--- src/rtl/mips_pkg.sv ---
// Shared fetch-side definitions: FSM encoding and instruction field geometry.
package mips_pkg;

    localparam int INSTR_W    = 32;
    localparam int OPCODE_LSB = 26;
    localparam int IMM_W      = 16;

    // 3-bit state encoding, kept as localparams so other blocks can decode a state bus
    localparam logic [2:0] S_IDLE  = 3'd0;
    localparam logic [2:0] S_ISSUE = 3'd1;
    localparam logic [2:0] S_WAIT  = 3'd2;
    localparam logic [2:0] S_HOLD  = 3'd3;
    localparam logic [2:0] S_DROP  = 3'd4;

    typedef enum logic [2:0] {
        ST_IDLE  = S_IDLE,
        ST_ISSUE = S_ISSUE,
        ST_WAIT  = S_WAIT,
        ST_HOLD  = S_HOLD,
        ST_DROP  = S_DROP
    } fetch_state_e;

endpackage

--- src/rtl/instr_fetch_unit_if.sv ---
// Handshaked instruction-memory read port. The fetch unit is the master.
interface instr_fetch_unit_if #(
    parameter int ADDR_W = 32
);
    logic              MemReq;
    logic [ADDR_W-1:0] MemAddr;
    logic              MemGnt;
    logic [31:0]       MemRData;
    logic              MemRValid;

    modport master (
        output MemReq, MemAddr,
        input  MemGnt, MemRData, MemRValid
    );

    modport slave (
        input  MemReq, MemAddr,
        output MemGnt, MemRData, MemRValid
    );
endinterface

--- src/rtl/fetch_timeout_ctr.sv ---
// Cycle counter for the WAIT state; expire flags the last allowed cycle.
module fetch_timeout_ctr #(
    parameter int TIMEOUT = 16
) (
    input  logic Clk,
    input  logic Rst_n,
    input  logic i_clr,
    input  logic i_en,
    output logic o_expire
);
    logic [7:0] r_cnt;

    // clear has priority so a fresh grant always restarts the window
    always_ff @(posedge Clk or negedge Rst_n) begin
        if (!Rst_n)      r_cnt <= '0;
        else if (i_clr)  r_cnt <= '0;
        else if (i_en)   r_cnt <= r_cnt + 8'd1;
    end

    assign o_expire = (r_cnt == 8'(TIMEOUT - 1));
endmodule

--- src/rtl/instr_fetch_unit.sv ---
// Instruction fetch: captures a PC, performs one handshaked memory read at a
// time, and holds the returned word for decode. Redirects make the in-flight
// read stale; its response is drained in DROP so it never reaches decode.
module instr_fetch_unit
    import mips_pkg::*;
#(
    parameter int ADDR_W  = 32,
    parameter int TIMEOUT = 16
) (
    input  logic                 Clk,
    input  logic                 Rst_n,
    input  logic [31:0]          PC,
    input  logic                 PCValid,
    input  logic                 Redirect,
    input  logic                 Stall,
    instr_fetch_unit_if.master   mem,
    output logic [INSTR_W-1:0]   Instr,
    output logic [5:0]           Opcode,
    output logic [25:0]          Instr25_0,
    output logic [IMM_W-1:0]     Instr15_0,
    output logic                 InstrValid,
    output logic                 FetchBusy,
    output logic                 MisalignErr,
    output logic                 MemTimeout
);
    fetch_state_e        r_state, w_next;
    logic [ADDR_W-1:2]   r_pc;
    logic                r_pend;
    logic [INSTR_W-1:0]  r_instr;
    logic                r_ivalid, r_mis, r_tmo;

    logic w_pc_mis, w_cap, w_mis, w_load, w_clr_iv, w_tmo, w_pend, w_expire;

    assign w_pc_mis = |PC[1:0];
    // in DROP the newest presented address decides whether a fetch follows
    assign w_pend   = PCValid ? !w_pc_mis : r_pend;

    fetch_timeout_ctr #(.TIMEOUT(TIMEOUT)) u_tmo (
        .Clk      (Clk),
        .Rst_n    (Rst_n),
        .i_clr    (r_state == ST_ISSUE && mem.MemGnt),
        .i_en     (r_state == ST_WAIT),
        .o_expire (w_expire)
    );

    // next state and per-cycle actions
    always_comb begin
        w_next   = r_state;
        w_cap    = 1'b0;
        w_mis    = 1'b0;
        w_load   = 1'b0;
        w_clr_iv = 1'b0;
        w_tmo    = 1'b0;
        case (r_state)
            ST_IDLE, ST_HOLD: begin
                if (PCValid && !Stall) begin
                    w_clr_iv = 1'b1;
                    if (w_pc_mis) begin
                        w_mis  = 1'b1;
                        w_next = ST_IDLE;
                    end else begin
                        w_cap  = 1'b1;
                        w_next = ST_ISSUE;
                    end
                end else if (Redirect) begin
                    w_clr_iv = 1'b1;
                    w_next   = ST_IDLE;
                end
            end
            ST_ISSUE: begin
                if (mem.MemGnt)    w_next = Redirect ? ST_DROP : ST_WAIT;
                else if (Redirect) w_next = ST_IDLE;
            end
            ST_WAIT: begin
                if (mem.MemRValid) begin
                    w_load = !Redirect;
                    w_next = Redirect ? ST_IDLE : ST_HOLD;
                end else if (Redirect) begin
                    w_next = ST_DROP;
                end else if (w_expire) begin
                    w_tmo  = 1'b1;
                    w_next = ST_ISSUE;
                end
            end
            ST_DROP: begin
                if (PCValid) begin
                    w_mis = w_pc_mis;
                    w_cap = !w_pc_mis;
                end
                if (mem.MemRValid) w_next = w_pend ? ST_ISSUE : ST_IDLE;
            end
            default: w_next = ST_IDLE;
        endcase
    end

    // state register
    always_ff @(posedge Clk or negedge Rst_n) begin
        if (!Rst_n) r_state <= ST_IDLE;
        else        r_state <= w_next;
    end

    // captured fetch address and the pending-after-drop flag
    always_ff @(posedge Clk or negedge Rst_n) begin
        if (!Rst_n) begin
            r_pc   <= '0;
            r_pend <= 1'b0;
        end else begin
            if (w_cap) r_pc <= PC[ADDR_W-1:2];
            r_pend <= (r_state == ST_DROP && w_next == ST_DROP) ? w_pend : 1'b0;
        end
    end

    // held instruction word and its valid flag
    always_ff @(posedge Clk or negedge Rst_n) begin
        if (!Rst_n) begin
            r_instr  <= '0;
            r_ivalid <= 1'b0;
        end else begin
            if (w_load) r_instr <= mem.MemRData;
            if (w_load)        r_ivalid <= 1'b1;
            else if (w_clr_iv) r_ivalid <= 1'b0;
        end
    end

    // single-cycle error pulses
    always_ff @(posedge Clk or negedge Rst_n) begin
        if (!Rst_n) begin
            r_mis <= 1'b0;
            r_tmo <= 1'b0;
        end else begin
            r_mis <= w_mis;
            r_tmo <= w_tmo;
        end
    end

    assign mem.MemReq  = (r_state == ST_ISSUE);
    assign mem.MemAddr = {r_pc, 2'b00};

    assign Instr       = r_instr;
    assign Opcode      = r_instr[INSTR_W-1:OPCODE_LSB];
    assign Instr25_0   = r_instr[OPCODE_LSB-1:0];
    assign Instr15_0   = r_instr[IMM_W-1:0];
    assign InstrValid  = r_ivalid;
    assign FetchBusy   = (r_state == ST_ISSUE) || (r_state == ST_WAIT) || (r_state == ST_DROP);
    assign MisalignErr = r_mis;
    assign MemTimeout  = r_tmo;
endmodule

--- src/flat_wrapper.sv ---
// flat-port wrapper written by rule: the top's interface ports become plain ports
module instr_fetch_unit_flat import mips_pkg::*;
#(
    parameter int ADDR_W  = 32,
    parameter int TIMEOUT = 16
)
  (Clk, Rst_n, PC, PCValid, Redirect, Stall, Instr, Opcode, Instr25_0, Instr15_0, InstrValid, FetchBusy, MisalignErr, MemTimeout, mem_MemReq, mem_MemAddr, mem_MemGnt, mem_MemRData, mem_MemRValid);
  instr_fetch_unit_if #(.ADDR_W(ADDR_W)) mem_i ();
  input  logic Clk;
  input  logic Rst_n;
  input  logic [31:0] PC;
  input  logic PCValid;
  input  logic Redirect;
  input  logic Stall;
  output logic [INSTR_W-1:0] Instr;
  output logic [5:0] Opcode;
  output logic [25:0] Instr25_0;
  output logic [IMM_W-1:0] Instr15_0;
  output logic InstrValid;
  output logic FetchBusy;
  output logic MisalignErr;
  output logic MemTimeout;
  output wire logic [$bits(mem_i.MemReq)-1:0] mem_MemReq;
  output wire logic [$bits(mem_i.MemAddr)-1:0] mem_MemAddr;
  input wire logic [$bits(mem_i.MemGnt)-1:0] mem_MemGnt;
  input wire logic [$bits(mem_i.MemRData)-1:0] mem_MemRData;
  input wire logic [$bits(mem_i.MemRValid)-1:0] mem_MemRValid;
  assign mem_MemReq = mem_i.MemReq;
  assign mem_MemAddr = mem_i.MemAddr;
  assign mem_i.MemGnt = mem_MemGnt;
  assign mem_i.MemRData = mem_MemRData;
  assign mem_i.MemRValid = mem_MemRValid;
  instr_fetch_unit #(.ADDR_W(ADDR_W), .TIMEOUT(TIMEOUT)) u_core (.Clk(Clk), .Rst_n(Rst_n), .PC(PC), .PCValid(PCValid), .Redirect(Redirect), .Stall(Stall), .mem(mem_i), .Instr(Instr), .Opcode(Opcode), .Instr25_0(Instr25_0), .Instr15_0(Instr15_0), .InstrValid(InstrValid), .FetchBusy(FetchBusy), .MisalignErr(MisalignErr), .MemTimeout(MemTimeout));
endmodule
--- config.mk ---
export PLATFORM = sky130hd
export DESIGN_NAME = instr_fetch_unit_flat
export DESIGN_NICKNAME = d
export VERILOG_FILES = /design/src/rtl/mips_pkg.sv /design/src/rtl/instr_fetch_unit_if.sv /design/src/rtl/fetch_timeout_ctr.sv /design/src/rtl/instr_fetch_unit.sv /design/src/flat_wrapper.sv
export SDC_FILE = /design/constraint.sdc
export NUM_CORES = 1
export LEC_CHECK = 0
export ABC_AREA = 1
export BUFFER_PORTS_ARGS = -buffer_cell sky130_fd_sc_hd__buf_2
export CORE_MARGIN = 4
export CORE_UTILIZATION = 43
export CTS_CLUSTER_SIZE = 10
export DETAILED_ROUTE_END_ITERATION = 10
export PLACE_DENSITY = 0.76
export SYNTH_ARGS = -nofsm -noshare
export SYNTH_HDL_FRONTEND = slang
export SYNTH_SLANG_ARGS = --single-unit
export TNS_END_PERCENT = 30
--- constraint.sdc ---
create_clock -name Clk -period 1.4 [get_ports Clk]
set_input_delay 0.07 -clock Clk [delete_from_list [all_inputs] [get_ports Clk]]
set_output_delay 0.07 -clock Clk [all_outputs]
set_load 0.05 [all_outputs]
## Yosys cells after proc, flatten, opt, wreduce, memory -nomap -nowiden

Cells that the tools add are included.

| storage, ports and cells | value |
|---|---|
| flip-flop bits (word level) | 77 |
| word-level logic and storage cells | 63 |
| output and inout bits | 117 |
| bits of input ports | 71 |

| cells by class | value |
|---|---|
| add/sub/neg operators | 1 |
| equal/unequal tests | 6 |
| reductions and logical operators | 13 |
| mux-type cells | 35 |

Operators with widths:

| cell | number |
|---|---|
| two-way mux 3 bit | 8 |
| two-way mux 1 bit | 21 |
| two-way mux 8 bit | 2 |
| one-hot mux 3 bit (4 select lines) | 1 |
| adder 8 x 1 -> 8 bit, second input constant | 1 |
| == test 8 x 4 -> 1 bit, second input constant | 1 |
| == test 3 x 2 -> 1 bit, second input constant | 2 |
| == test 3 bit, second input constant | 2 |
| one-hot mux 1 bit (2 select lines) | 2 |
| nonzero test 2 bit | 2 |
| OR reduction 2 bit | 2 |
| == test 3 x 1 -> 1 bit, second input constant | 1 |
| logical AND 1 bit | 3 |
| logical NOT 1 bit | 3 |
| logical NOT 3 bit | 1 |
| logical OR 1 bit | 2 |
| two-way mux 2 bit | 1 |

## Logic depth before layout (Yosys ltp)

| depth | value |
|---|---|
| depth after elaboration | 9 |
| depth in mapped cells | 9 |
| depth with buffers taken out | 8 |

## Cells and area by module

A second synthesis with hierarchy kept.

| second synthesis, totals | value |
|---|---|
| cell total of the unflattened synthesis | 453 |
| area total of the unflattened synthesis | 3866.2 um^2 |

By module, submodules not included:

| module | area an instance (um^2) | cells an instance | times used | seq. area each (um^2) |
|---|---|---|---|---|
| instr_fetch_unit | 3409.5 | 392 | 1 | 1726.7 |
| fetch_timeout_ctr | 456.7 | 61 | 1 | 200.2 |

## Worst setup path before layout

OpenSTA, ideal clock, no wires.

| timing path | value |
|---|---|
| path kind | reg-to-reg |
| start point | reg u_core.r_state[1] |
| end point | reg u_core.u_tmo.r_cnt[5] |
| data arrival time | 1.513 ns |
| clock period less this slack | 1.632 ns |
| cell stages (with the launch flop) | 8 |
| path slack | -0.232 ns |
| path buffers | 1 |
| data required time | 1.281 ns |
| library setup time | 0.119 ns |
| cell sequence | dfrtp_1 > buf_2 > nor3_4 > nand2_2 > nand2_1 > inv_1 > nand2_1 > nand2_1 |

| between the ends | value |
|---|---|
| cells in the longest elaborated chain, start to end | 3 |
| elaborated cells between the ends (all ways) | 5 |
| those cells by class | eq/ne (2); mux (1); reduce/logical (2) |

RTL lines:

| element | line | text |
|---|---|---|
| start: declaration | instr_fetch_unit.sv:26 | `fetch_state_e r_state, w_next;` |
| start signal: assignment | instr_fetch_unit.sv:99 | `else r_state <= w_next;` |
| == test 3 x 1 -> 1 bit * | n/a |  |
| named net mem_MemReq | flat_wrapper.sv:23 | `output wire logic [$bits(mem_i.MemReq)-1:0] mem_MemReq;` |
| logical AND 1 bit * | instr_fetch_unit.sv:41 | `.i_clr (r_state == ST_ISSUE && mem.MemGnt),` |
| two-way mux 8 bit or nonzero test 2 bit (tied branches) | n/a |  |
| end signal: assignment | fetch_timeout_ctr.sv:17 | `else if (i_en) r_cnt <= r_cnt + 8'd1;` |
| end: declaration | fetch_timeout_ctr.sv:11 | `logic [7:0] r_cnt;` |

The timed path passes the listed nets; every way through them passes the cells marked *.
A chain may end at the register's enable or synchronous reset.

## Worst setup path in the final report

| timing path | value |
|---|---|
| start point | reg u_core.r_state[0] |
| end point | out FetchBusy |

| between the ends | value |
|---|---|
| cells in the longest elaborated chain, start to end | 3 |
| elaborated cells between the ends (all ways) | 5 |
| those cells by class | eq/ne (3); reduce/logical (2) |

RTL lines:

| element | line | text |
|---|---|---|
| == test 3 x 1 -> 1 bit or == test 3 x 2 -> 1 bit (tied branches) | instr_fetch_unit.sv:144 | `assign FetchBusy = (r_state == ST_ISSUE) \|\| (r_state == ST_WAIT) \|\| (r_state == ST_DROP);` |
| logical OR 1 bit | instr_fetch_unit.sv:144 |  |
| logical OR 1 bit * | instr_fetch_unit.sv:144 |  |
| end: declaration | flat_wrapper.sv:20 | `output logic FetchBusy;` |

Mark *: on every way between the ends. The rest lies on a longest branch, timed or not.

==> results.json <==
{
  "grt_pass1_wl_um": 17700,
  "slew_violations": 0,
  "max_stage_delay_ns": 0.44,
  "synth_warnings": 0,
  "root_buffer": "clkbuf_8",
  "layout_commonest_cell": "buf_2",
  "syn_inst": 454,
  "vias": 3871,
  "cts_sinks": 77,
  "io_pins": 188,
  "globalRouteTotalUtil_pct": 21.7,
  "core-area_mm2": 0.00838,
  "synth_cell_types": 26,
  "fill_cells": 633,
  "grt_max_degree": 39,
  "synthFlopType": "dfrtp_1",
  "synthArstFlopShare_pct": 100,
  "ys_ff_latch": 77,
  "syn_to_final_growth_pct": 47.3,
  "clock_latency_ns": 0.35,
  "rows": 33,
  "synth_area_mm2": 0.00378,
  "fin_crit_sh_pct": 102,
  "worstPathCellList": "buf_4 -> inv_4 -> nand3_4 -> nand3_4 -> buf_8",
  "first_pass_iters": 4,
  "setup_ws_ns": -0.0288,
  "drc": 0,
  "drv_cap": 0,
  "avgSynthCellArea_um2": 8.33,
  "ant_nets": 0,
  "via_per_inst": 4.96,
  "power-per-cell-area_mw_per_mm2": 2610,
  "final_area_mm2": 0.00557,
  "final_cell_mix": "buf_2, nand2_1, dfrtp_1",
  "crit_family": "flip-flops",
  "synth-edff-count": 0,
  "routedWlPerCell_um": 15.0,
  "numCtsBuffers": 9,
  "cp_num_buf_inv": 3,
  "crit_path_end_kind": "output pin",
  "hold_violations": 0,
  "htreeDepth": 3,
  "final_nets": 744,
  "dp_hpwl_um": 7390,
  "clock_skew_ns": 0.0121,
  "placed_area_mm2": 0.00454,
  "antenna_found_initial": 0,
  "violations": "setup timing",
  "status": "finished with violations",
  "drt_wl_total_um": 11700,
  "antenna_cells": 0,
  "crit_type": "register to output pin",
  "io_buffers": 185,
  "gp_congestion": 0.867,
  "ys_seq_area_share_pct": 51.0,
  "grt_remaining_overflow": 0,
  "start_util_pct": 45.1,
  "clk_pin_slew_ns": 0.08,
  "crit_path_frequent_cell": "nand3_4",
  "cts_tree": "done",
  "grt_pass1_vias": 3763,
  "required_ns": 1.33,
  "rsz0062_at_grt": "true",
  "drtIter0Drc": 189,
  "p_leak_nw": 3.16,
  "cp_max_fo": 3,
  "placed_cells": 695,
  "die_w_um": 102,
  "clockBufferDepth": 2,
  "fmax_ghz": 0.700,
  "min_path_type": "primary input to register",
  "finalSetupViolations": 5,
  "drive_above_1_share_pct": 37.3,
  "dieArea_mm2": 0.0104,
  "period_minus_slack_ns": 1.43,
  "crit_arrival_ns": 1.36,
  "ir_drop_uv": 1180,
  "die_h_um": 102,
  "slowest_stage": "dfrtp_2",
  "worstSetupStartpointType": "register",
  "final_cells": 781
}
[metrics by stage]
step	setup TNS, ns	util [%]	setup slack, ns	hold slack, ns	power (mW)
2_1_floorplan	-1.12	-	-0.171	-0.226	11.1
3_5_place_dp	0	54.2	0.0229	0.0193	12.4
5_1_grt	-3.65	66.4	-0.0934	0.0731	15.2
4_1_cts	-0.0456	65.0	-0.0312	0.0254	14.4
3_3_place_gp	0	54.2	0.0497	0.0136	12.3
6_report	-0.0492	66.4	-0.0288	0.0651	14.5
[flip-flops by register name, summed over array words and instances (netlist names)]
register            cells
u_core.Instr           32
u_core.r_state          3
u_core.MisalignErr      1
u_core.MemTimeout       1
u_core.r_pend           1
u_core.InstrValid       1
u_core.u_tmo.r_cnt      8
u_core.r_pc            30
[report_power, final]
| part | switching [mW] | total (mW) | internal [mW] | leakage, nW |
|---|---|---|---|---|
| Sequential | 0.673 | 3.77 | 3.09 | 0.988 |
| Clock | 0.820 | 1.64 | 0.820 | 0.0850 |
| Combinational | 7.02 | 9.10 | 2.09 | 2.08 |
| Total | 8.51 | 14.5 | 6.00 | 3.16 |
[routing by layer]
layer | GRT usage (%) | up-vias | wire length (um)
li1 | - | 1823 | -
met1 | 23.4 | 1827 | 4130
met2 | 40.2 | 184 | 6260
met5 | 0 | - | 0
met3 | 4.82 | 37 | 969
met4 | 10.2 | 0 | 354
[worst reg2reg max path, stage by stage (launching register included)]
cell and delay, ns:
dfrtp_2 0.44, buf_4 0.15, inv_4 0.08, nand3_4 0.10, nor2_4 0.14, buf_4 0.24, nand3_1 0.12, nand2_1 0.10
[logic make-up after synthesis]
kind of cell               share of synthesized area, %
AOI/OAI and AO/OA                                  1.79
xor gates and xnor gates                          0.232
adders and majority gates                         0.331
buffers and inverters                              14.9
DFF                                                51.0
other                                            0.0992
and+or+nand+nor                                    31.7
[cell usage after synthesis (all sizes together) (2+ instances only)]
cell    count  area share [%]
nor3        4             1.1
o21ai       7            0.93
a21oi       4            0.53
nand2     172              17
clkbuf      4            0.40
inv        16             1.6
buf        67              13
nand4       3            0.50
nand3      74              10
dfrtp      77              51
nand3b      2            0.40
nor2       18             2.0
[timing repair]
action                     4_1_cts  5_1_grt
setup endpoints to repair        2       71
setup buffers                    4        2
pin swaps                        2        4
gates cloned                     0        1
gates resized for setup         14       23
hold buffers                    64        0
hold endpoints to repair       126        0
[worst paths after layout]
kind                                            endpoint  slack [ns]  cells after the start                          start
max                                            FetchBusy       -0.03                      5    u_core.r_state[0]$_DFF_PN0_
min in group asynchronous    u_core.Instr[9]$_DFFE_PN0P_        0.19                      2                          Rst_n
min                         u_core.MisalignErr$_DFF_PN0_        0.07                      3                        PCValid
max reg2reg                  u_core.Instr[4]$_DFFE_PN0P_       -0.01                      7    u_core.r_state[0]$_DFF_PN0_
max in group asynchronous    u_core.r_pc[31]$_DFFE_PN0P_        0.66                      3                          Rst_n
min reg2reg                u_core.InstrValid$_DFFE_PN0P_        0.48                      2  u_core.InstrValid$_DFFE_PN0P_
[area by class of cell]
class                           count  area (um2)  area share (%)
Clock buffer                       10         128            2.29
Inverter                           16        65.1            1.17
Clock inverter                      5        61.3            1.10
Tap cell                          105         131            2.36
Multi-Input combinational cell    291        1360            24.3
Sequential cell                    77        1930            34.7
Timing Repair Buffer              277        1900            34.1
Note: power is estimated with default switching activity, not from simulation.
